**config.mk**
```make
export PLATFORM = sky130hd
export DESIGN_NAME = aes_dec_key_sched_flat
export DESIGN_NICKNAME = d
export VERILOG_FILES = /design/src/rtl/aes_dec_key_sched_if.sv /design/src/rtl/aes_dec_key_sched.sv /design/src/flat_wrapper.sv
export SDC_FILE = /design/constraint.sdc
export NUM_CORES = 2
export LEC_CHECK = 0
export ABC_AREA = 0
export BUFFER_PORTS_ARGS = -buffer_cell sky130_fd_sc_hd__buf_4
export CAP_MARGIN = 20
export CORE_AREA = 2 2 546 548
export CTS_CLUSTER_DIAMETER = 80
export DETAILED_ROUTE_END_ITERATION = 7
export DIE_AREA = 0 0 548 550
export GPL_TIMING_DRIVEN = 1
export SETUP_SLACK_MARGIN = 0.5
export SLEW_MARGIN = 5
export SYNTH_ARGS = -nofsm -noshare
export SYNTH_HDL_FRONTEND = slang
export SYNTH_SLANG_ARGS = --single-unit
```
**constraint.sdc**
```tcl
create_clock -name clk -period 33.5 [get_ports clk]
set_clock_uncertainty 0.15 [all_clocks]
set_input_delay 6.7 -clock clk [delete_from_list [all_inputs] [get_ports clk]]
set_output_delay 6.7 -clock clk [all_outputs]
set_load 0.02 [all_outputs]
```
**src/rtl/aes_dec_key_sched_if.sv**
```systemverilog
// Round-key request/response bundle between the AES-128 decrypt key scheduler and its consumer.
// Key load and round-key handshake travel together; the scheduler side uses the slave modport.
interface aes_dec_key_sched_if;
    logic         start_in;
    logic [127:0] key_in;
    logic         rk_req_in;
    logic         rewind_in;
    logic         busy_out;
    logic         rk_valid_out;
    logic [127:0] rk_out;
    logic [3:0]   rk_round_out;
    logic         rk_last_out;

    modport master (
        output start_in, key_in, rk_req_in, rewind_in,
        input  busy_out, rk_valid_out, rk_out, rk_round_out, rk_last_out
    );

    modport slave (
        input  start_in, key_in, rk_req_in, rewind_in,
        output busy_out, rk_valid_out, rk_out, rk_round_out, rk_last_out
    );
endinterface

```
**src/rtl/aes_dec_key_sched.sv**
```systemverilog
// AES-128 decrypt round-key generator: expands in 50 cycles with one shared S-box, then serves keys 10..0.
// One key per cycle on rk_req_in; rk_out holds while the consumer stalls; start_in restarts from any state.
module aes_dec_key_sched #(
    parameter int NR             = 10,
    parameter bit REWIND_ON_LAST = 1'b1
) (
    input logic clk,
    input logic reset,
    aes_dec_key_sched_if.slave bus
);
    typedef enum logic [1:0] {IDLE, EXPAND, SERVE} state_t;

    localparam logic [3:0] LAST_RND = 4'(NR);

    localparam logic [0:255][7:0] SBOX = {
        128'h637c777bf26b6fc53001672bfed7ab76, 128'hca82c97dfa5947f0add4a2af9ca472c0,
        128'hb7fd9326363ff7cc34a5e5f171d83115, 128'h04c723c31896059a071280e2eb27b275,
        128'h09832c1a1b6e5aa0523bd6b329e32f84, 128'h53d100ed20fcb15b6acbbe394a4c58cf,
        128'hd0efaafb434d338545f9027f503c9fa8, 128'h51a3408f929d38f5bcb6da2110fff3d2,
        128'hcd0c13ec5f974417c4a77e3d645d1973, 128'h60814fdc222a908846eeb814de5e0bdb,
        128'he0323a0a4906245cc2d3ac629195e479, 128'he7c8376d8dd54ea96c56f4ea657aae08,
        128'hba78252e1ca6b4c6e8dd741f4bbd8b8a, 128'h703eb5664803f60e613557b986c11d9e,
        128'he1f8981169d98e949b1e87e9ce5528df, 128'h8ca1890dbfe6426841992d0fb054bb16
    };

    state_t       state, state_nxt;
    logic [127:0] mem [0:NR];
    logic [127:0] cur_key;
    logic [31:0]  t;
    logic [7:0]   rcon;
    logic [3:0]   round;
    logic [2:0]   step;
    logic [3:0]   index;
    logic         busy;
    logic         rk_valid;
    logic [127:0] rk;
    logic [3:0]   rk_round;

    logic [31:0]  rot_w3, tr, w0n, w1n, w2n, w3n;
    logic [127:0] next_key;
    logic [7:0]   sbox_in, sbox_out, rcon_nxt;
    logic         hs, do_rewind, round_store, expand_done;

    assign rot_w3 = {cur_key[23:0], cur_key[31:24]};

    always_comb begin
        sbox_in = rot_w3[31:24];
        case (step[1:0])
            2'd1:    sbox_in = rot_w3[23:16];
            2'd2:    sbox_in = rot_w3[15:8];
            2'd3:    sbox_in = rot_w3[7:0];
            default: sbox_in = rot_w3[31:24];
        endcase
    end

    assign sbox_out = SBOX[sbox_in];

    assign tr       = t ^ {rcon, 24'h0};
    assign w0n      = cur_key[127:96] ^ tr;
    assign w1n      = cur_key[95:64]  ^ w0n;
    assign w2n      = cur_key[63:32]  ^ w1n;
    assign w3n      = cur_key[31:0]   ^ w2n;
    assign next_key = {w0n, w1n, w2n, w3n};
    assign rcon_nxt = {rcon[6:0], 1'b0} ^ (rcon[7] ? 8'h1b : 8'h00);

    assign round_store = (state == EXPAND) && (step == 3'd4);
    assign expand_done = round_store && (round == LAST_RND);
    assign hs          = (state == SERVE) && bus.rk_req_in && rk_valid;
    assign do_rewind   = (state == SERVE) && bus.rewind_in;

    always_ff @(posedge clk or posedge reset) begin
        if (reset) state <= IDLE;
        else       state <= state_nxt;
    end

    always_comb begin
        state_nxt = state;
        if (bus.start_in) begin
            state_nxt = EXPAND;
        end else begin
            case (state)
                EXPAND:  if (expand_done) state_nxt = SERVE;
                SERVE:   if (!do_rewind && hs && index == 4'd0 && !REWIND_ON_LAST) state_nxt = IDLE;
                default: state_nxt = state;
            endcase
        end
    end

    // Key buffer needs no reset: it is always rewritten before being served.
    always_ff @(posedge clk) begin
        if (bus.start_in)     mem[0]     <= bus.key_in;
        else if (round_store) mem[round] <= next_key;
    end

    always_ff @(posedge clk or posedge reset) begin
        if (reset) begin
            cur_key  <= '0;
            t        <= '0;
            rcon     <= '0;
            round    <= '0;
            step     <= '0;
            index    <= '0;
            busy     <= 1'b0;
            rk_valid <= 1'b0;
            rk       <= '0;
            rk_round <= '0;
        end else if (bus.start_in) begin
            cur_key  <= bus.key_in;
            rcon     <= 8'h01;
            round    <= 4'd1;
            step     <= 3'd0;
            busy     <= 1'b1;
            rk_valid <= 1'b0;
        end else if (state == EXPAND) begin
            if (step != 3'd4) begin
                case (step[1:0])
                    2'd0: t[31:24] <= sbox_out;
                    2'd1: t[23:16] <= sbox_out;
                    2'd2: t[15:8]  <= sbox_out;
                    2'd3: t[7:0]   <= sbox_out;
                    default: t     <= t;
                endcase
                step <= step + 3'd1;
            end else begin
                cur_key <= next_key;
                rcon    <= rcon_nxt;
                round   <= round + 4'd1;
                step    <= 3'd0;
                if (round == LAST_RND) begin
                    busy     <= 1'b0;
                    rk_valid <= 1'b1;
                    index    <= LAST_RND;
                    rk       <= next_key;
                    rk_round <= LAST_RND;
                end
            end
        end else if (state == SERVE) begin
            if (do_rewind) begin
                index    <= LAST_RND;
                rk       <= mem[LAST_RND];
                rk_round <= LAST_RND;
            end else if (hs) begin
                if (index != 4'd0) begin
                    index    <= index - 4'd1;
                    rk       <= mem[index - 4'd1];
                    rk_round <= index - 4'd1;
                end else if (REWIND_ON_LAST) begin
                    index    <= LAST_RND;
                    rk       <= mem[LAST_RND];
                    rk_round <= LAST_RND;
                end else begin
                    rk_valid <= 1'b0;
                end
            end
        end
    end

    assign bus.busy_out     = busy;
    assign bus.rk_valid_out = rk_valid;
    assign bus.rk_out       = rk;
    assign bus.rk_round_out = rk_round;
    assign bus.rk_last_out  = rk_valid && (rk_round == 4'd0);
endmodule

```
**src/flat_wrapper.sv**
```systemverilog
// flat-port wrapper written by rule: the top's interface ports become plain ports
module aes_dec_key_sched_flat 
#(
    parameter int NR             = 10,
    parameter bit REWIND_ON_LAST = 1'b1
)
  (clk, reset, bus_start_in, bus_key_in, bus_rk_req_in, bus_rewind_in, bus_busy_out, bus_rk_valid_out, bus_rk_out, bus_rk_round_out, bus_rk_last_out);
  aes_dec_key_sched_if bus_i ();
  input logic clk;
  input logic reset;
  input wire logic [$bits(bus_i.start_in)-1:0] bus_start_in;
  input wire logic [$bits(bus_i.key_in)-1:0] bus_key_in;
  input wire logic [$bits(bus_i.rk_req_in)-1:0] bus_rk_req_in;
  input wire logic [$bits(bus_i.rewind_in)-1:0] bus_rewind_in;
  output wire logic [$bits(bus_i.busy_out)-1:0] bus_busy_out;
  output wire logic [$bits(bus_i.rk_valid_out)-1:0] bus_rk_valid_out;
  output wire logic [$bits(bus_i.rk_out)-1:0] bus_rk_out;
  output wire logic [$bits(bus_i.rk_round_out)-1:0] bus_rk_round_out;
  output wire logic [$bits(bus_i.rk_last_out)-1:0] bus_rk_last_out;
  assign bus_i.start_in = bus_start_in;
  assign bus_i.key_in = bus_key_in;
  assign bus_i.rk_req_in = bus_rk_req_in;
  assign bus_i.rewind_in = bus_rewind_in;
  assign bus_busy_out = bus_i.busy_out;
  assign bus_rk_valid_out = bus_i.rk_valid_out;
  assign bus_rk_out = bus_i.rk_out;
  assign bus_rk_round_out = bus_i.rk_round_out;
  assign bus_rk_last_out = bus_i.rk_last_out;
  aes_dec_key_sched #(.NR(NR), .REWIND_ON_LAST(REWIND_ON_LAST)) u_core (.clk(clk), .reset(reset), .bus(bus_i));
endmodule
```
* Word-level counts from Yosys, hierarchy flattened
Memories as Yosys holds them, arrays and structs flattened.
Index checks and enable logic that the tools add are counted.
** Word-level totals
- Flip-flop bits (word level) :: 311
- RAM bits :: 1408
- Bits in read-only memories :: 2048
- Bits of input ports :: 133
- Memories :: 2
** Memory list
- (name not given) :: depth 256, width 8, rd ports 1, clocked after memory_dff 0, write ports 0, RTL line aes_dec_key_sched.sv:56 : assign sbox_out = SBOX[sbox_in];
- u_core.mem :: depth 11, width 128, rd ports 2, clocked after memory_dff 0, write ports 1, RTL line aes_dec_key_sched.sv:27 : logic [127:0] mem [0:NR];
** Operators by class
- Add/sub/neg operators :: 3
- Order comparisons :: 1
- Eq/ne operators :: 11
- Mux-type cells :: 49
- Bitwise operators :: 8
- Reduce and logical (&&, ||, !) cells :: 23
** Operators by type and width (count)
- 2-to-1 mux 128 bit :: 11
- XOR 32 bit :: 5
- OR reduction 128 bit :: 1
- 2-to-1 mux 4 bit :: 11
- 2-to-1 mux 8 bit :: 5
- case mux 8 bit (3 select lines) :: 1
- AND reduction 4 bit :: 4
- 2-to-1 mux 1 bit :: 14
- greater-or-equal comparator 9 bit, second input constant :: 1
- 2-to-1 mux 3 bit :: 3
- inverter 8 -> 9 bit :: 1
- nonzero test 2 bit :: 4
- XOR 8 bit :: 1
- == test 2 bit, second input constant :: 3
- logical AND 1 bit :: 6
- 2-to-1 mux 2 bit :: 3
- inequality test 2 bit, second input constant :: 3
- 2-to-1 mux 5 bit :: 1
- AND reduction 5 bit :: 1
- adder 4 x 1 -> 4 bit, second input constant :: 1
- == test 2 x 1 -> 1 bit, second input constant :: 2
- == test 4 bit, second input constant :: 1
- logical NOT 4 bit :: 1
- AND reduction 2 bit :: 2
- other kinds (9) :: 9

* Longest topological paths before layout
- Depth after elaboration :: 8
- Depth in mapped cells :: 18
- Gate-level depth less buffers :: 14

* Worst setup path before layout
Ideal clock, no wire load.
- Kind :: input to register
- Start :: in bus_start_in
- End :: mem u_core.mem[3][0] (enable)
- Library setup time :: 0.928 ns
- Arrival :: 19.587 ns
- Required time :: 32.422 ns
- Slack :: 12.835 ns
- Stages on the path :: 6
- Buffers on the path :: 3
- Path through :: clkbuf_1 > inv_1 > nand4_1 > clkbuf_1 > clkbuf_1 > nor4_1
** On the way
- Longest elaborated chain between the ends :: 4
** Ends and longest elaborated chain
- from (decl) :: RTL line flat_wrapper.sv:11 : input wire logic [$bits(bus_i.start_in)-1:0] bus_start_in;
- 2-to-1 mux 1 bit :: RTL line aes_dec_key_sched.sv:91 : if (bus.start_in) mem[0] <= bus.key_in;
- 2-to-1 mux 1 bit (not written as such) :: RTL line aes_dec_key_sched.sv:92 : else if (round_store) mem[round] <= next_key;
- OR reduction 128 bit (no line)
- 2-to-1 mux 4 bit (no line) / 2-to-1 mux 1 bit (equally long branches)
- to (decl) :: RTL line aes_dec_key_sched.sv:27
Parallel ways exist; a longest one is shown, timed or not.

* Worst setup path after layout
- Start :: in bus_start_in
- End :: mem u_core.mem[5][8] (enable)
The elaborated chain is that of the path after synthesis.

==> impl_metrics.json <==
{
  "rsz0062_at_grt": "no",
  "status": "finished, final reports clean",
  "n_fill_cell": 29400,
  "io_pins": 268,
  "clkSlewWorstSetupHoldPaths_ns": 0.06,
  "synth-simple-area-share": 0.0585,
  "rows": 200,
  "synth_most_common_cell": "edfxtp_1",
  "cts_sinks": 1719,
  "route.antenna.remaining_nets": 0,
  "core_um2": 296000,
  "power.switching_mw": 1.73,
  "crit_type": "in2reg",
  "route.detailed.drc": 0,
  "cts_resized": 0,
  "synth_compound_area_frac": 0.102,
  "fin_crit_sh": 0.319,
  "vias": 47900,
  "finalHoldViolCount": 0,
  "grt_pass1_vias": 46300,
  "cts_buffers": 178,
  "cts_tree": "done",
  "area_delta_synth_final_pct": 17.6,
  "swShare": 0.311,
  "start_util": 0.249,
  "antenna_found_initial": 36,
  "yosys.area.top_type": "edfxtp_1",
  "clockBufferDepth": 3,
  "fin_crit_ns": 10.69,
  "clk-insertion-delay-late_ns": 0.84,
  "cts_htree_levels": 4,
  "startpoint": "bus_start_in",
  "synth.distinct_cells": 93,
  "maxCapViolCount": 0,
  "yosysSeqAreaShare": 0.679,
  "synth_top_family_by_area": "compound AO/OA/AOI/OAI gates",
  "synth_seq_cells": 1719,
  "ir_worst_vdd_v": 0.0000546,
  "setup_tns_ns": 0,
  "hold_depth": 2,
  "dp_cells": 9165,
  "power.density_nw_per_um2": 64.2,
  "drt-total-wl_um": 253000,
  "wl_per_cell_um": 26.5,
  "hold_start": "u_core.bus.rk_out[116]",
  "synthMuxAreaShare": 0.100,
  "reg2regPathDepth": 14,
  "first_iter_violations": 6164,
  "synth_top_area_share": 0.574,
  "fin_cells": 9544,
  "place.gp.congestion": 0.943,
  "hold_ws_ns": 0.333,
  "synth.avg_cell_area_um2": 14.3,
  "syn_inst": 5170,
  "p_comb_frac": 0.203,
  "placed_area_um2": 80500,
  "leakage_nw": 28.8,
  "synthArstFlopShare": 0.181,
  "synth_edf_count": 1408,
  "grt_pass1_wl_um": 354000,
  "dieArea_um2": 301000,
  "worst_setup_path_end_kind": "flip-flop",
  "die_h_um": 550,
  "fmax_mhz": 93.6,
  "design_area_um2": 86700,
  "clockRootBuffer": "clkbuf_16",
  "cts.hold.buffers_added": 0,
  "regArea_um2": 50100,
  "setup_viol": 0,
  "worstPathArrival_ns": 10.95,
  "synthXorXnorAreaFrac": 0.0324,
  "crit_required_ns": 33.76,
  "grt.overflow.total": 0,
  "grt_usage": 0.162,
  "nNetsFinal": 5591,
  "start_kind": "input pin",
  "drive_gt1_frac": 0.193,
  "yosys.area_share.adder": 0.00306,
  "synthFlopType": "edfxtp_1",
  "yosys_warnings": 0,
  "synth_area_um2": 73700,
  "p_int_mw": 3.83,
  "drtPass1Iterations": 6,
  "finalMaxSlewViolations": 0,
  "synth_area_leaders": "edfxtp_1 (57%), dfrtp_1 (11%), mux4_2 (7.8%)",
  "multi_input_area_um2": 22100,
  "max_slew_margin": 0.216,
  "synth_common_cells": "edfxtp_1 (1408), nand2_1 (513), a21oi_1 (466)",
  "crit_path_max_fanout": 58,
  "port_buffers": 267,
  "hp-class": "reg2reg",
  "r2r_start": "u_core.step[0]",
  "viasPerCell": 5.02,
  "clkPwrFrac": 0.364,
  "synth_nets": 5321,
  "seq_power_share": 0.433,
  "die_w_um": 548,
  "postCtsSetupBuffers": 0,
  "tightest_slew_ns": 1.18,
  "hpwl_um": 157000,
  "grt_max_degree": 115
}
## through the flow
stage | util | setup WS (ns) | total power, mW
5_1_grt | 0.293 | 22.82 | 5.73
3_3_place_gp | 0.272 | 22.02 | 3.56
3_5_place_dp | 0.272 | 22.06 | 3.56
4_1_cts | 0.293 | 22.89 | 5.57
2_1_floorplan | - | 12.84 | 2.98
6_report | 0.293 | 22.81 | 5.56
## metal layers
layer  vias to the layer above  share of wire  global-route usage
li1                      20300              -                   -
met1                     24600           0.40               0.213
met2                      2471           0.47               0.258
met3                       464          0.091              0.0374
met4                        28          0.041              0.0665
met5                         -        0.00071                   0
## power groups by stage
stage	Combinational (mW)	Sequential, mW	Clock (mW)
after floorplan	0.534	2.45	0
after global placement	1.11	2.45	0
after CTS	1.11	2.41	2.05
final	1.13	2.41	2.02
after detailed placement	1.11	2.46	0
after global routing	1.17	2.42	2.14
## final timing paths
kind | end | slack, ns
max | u_core.mem[5][8] | 22.81
min | u_core.bus.rk_out[116] | 0.33
max reg2reg | u_core.t[27] | 28.01
min reg2reg | u_core.bus.rk_out[116] | 0.33
max in group asynchronous | u_core.index[0] | 24.90
min in group asynchronous | u_core.bus.rk_out[81] | 5.85
## sequential cells by signal, indices dropped and copies added, names as in the netlist
name / flops
u_core.t: 32
u_core.mem: 1408
u_core.bus.rk_out: 128
u_core.cur_key: 128
u_core.bus.rk_valid_out: 1
u_core.round: 4
u_core.rcon: 8
u_core.index: 4
u_core.step: 3
u_core.state: 2
u_core.bus.busy_out: 1
## cell type report
cell class,count,share of cell area
flip-flops and latches,1719,0.577
multi-input cells,3057,0.255
clock inverters,82,0.0116
diodes,7,0.000202
inverters,23,0.00118
clock buffers,256,0.0579
repair buffers,461,0.0403
well taps,3939,0.0568
## placed cells by master, fill, tap and decap left out, types with 177 or more instances in the layout
cell,n
o22ai_1,177
nor2_1,460
mux4_2,256
buf_4,416
edfxtp_1,1408
nand2_1,506
dfrtp_1,310
a21oi_1,465
o21ai_0,366
clkbuf_16,181
## worst max-delay path, stage by stage
cell and delay [ns]:
buf_8 0.18, inv_1 0.28, nand4_1 0.18, or3_1 0.46
nor2_4 0.77, buf_4 0.64, buf_4 0.73, buf_4 0.84
## logic make-up after synthesis
logic type      after synthesis
buf+inv                     394
flops                      1719
mux                         416
simple gates               1086
xor+xnor                    272
fa+ha+maj                    18
compound gates             1265
Note: power is estimated with default switching activity, not from simulation.
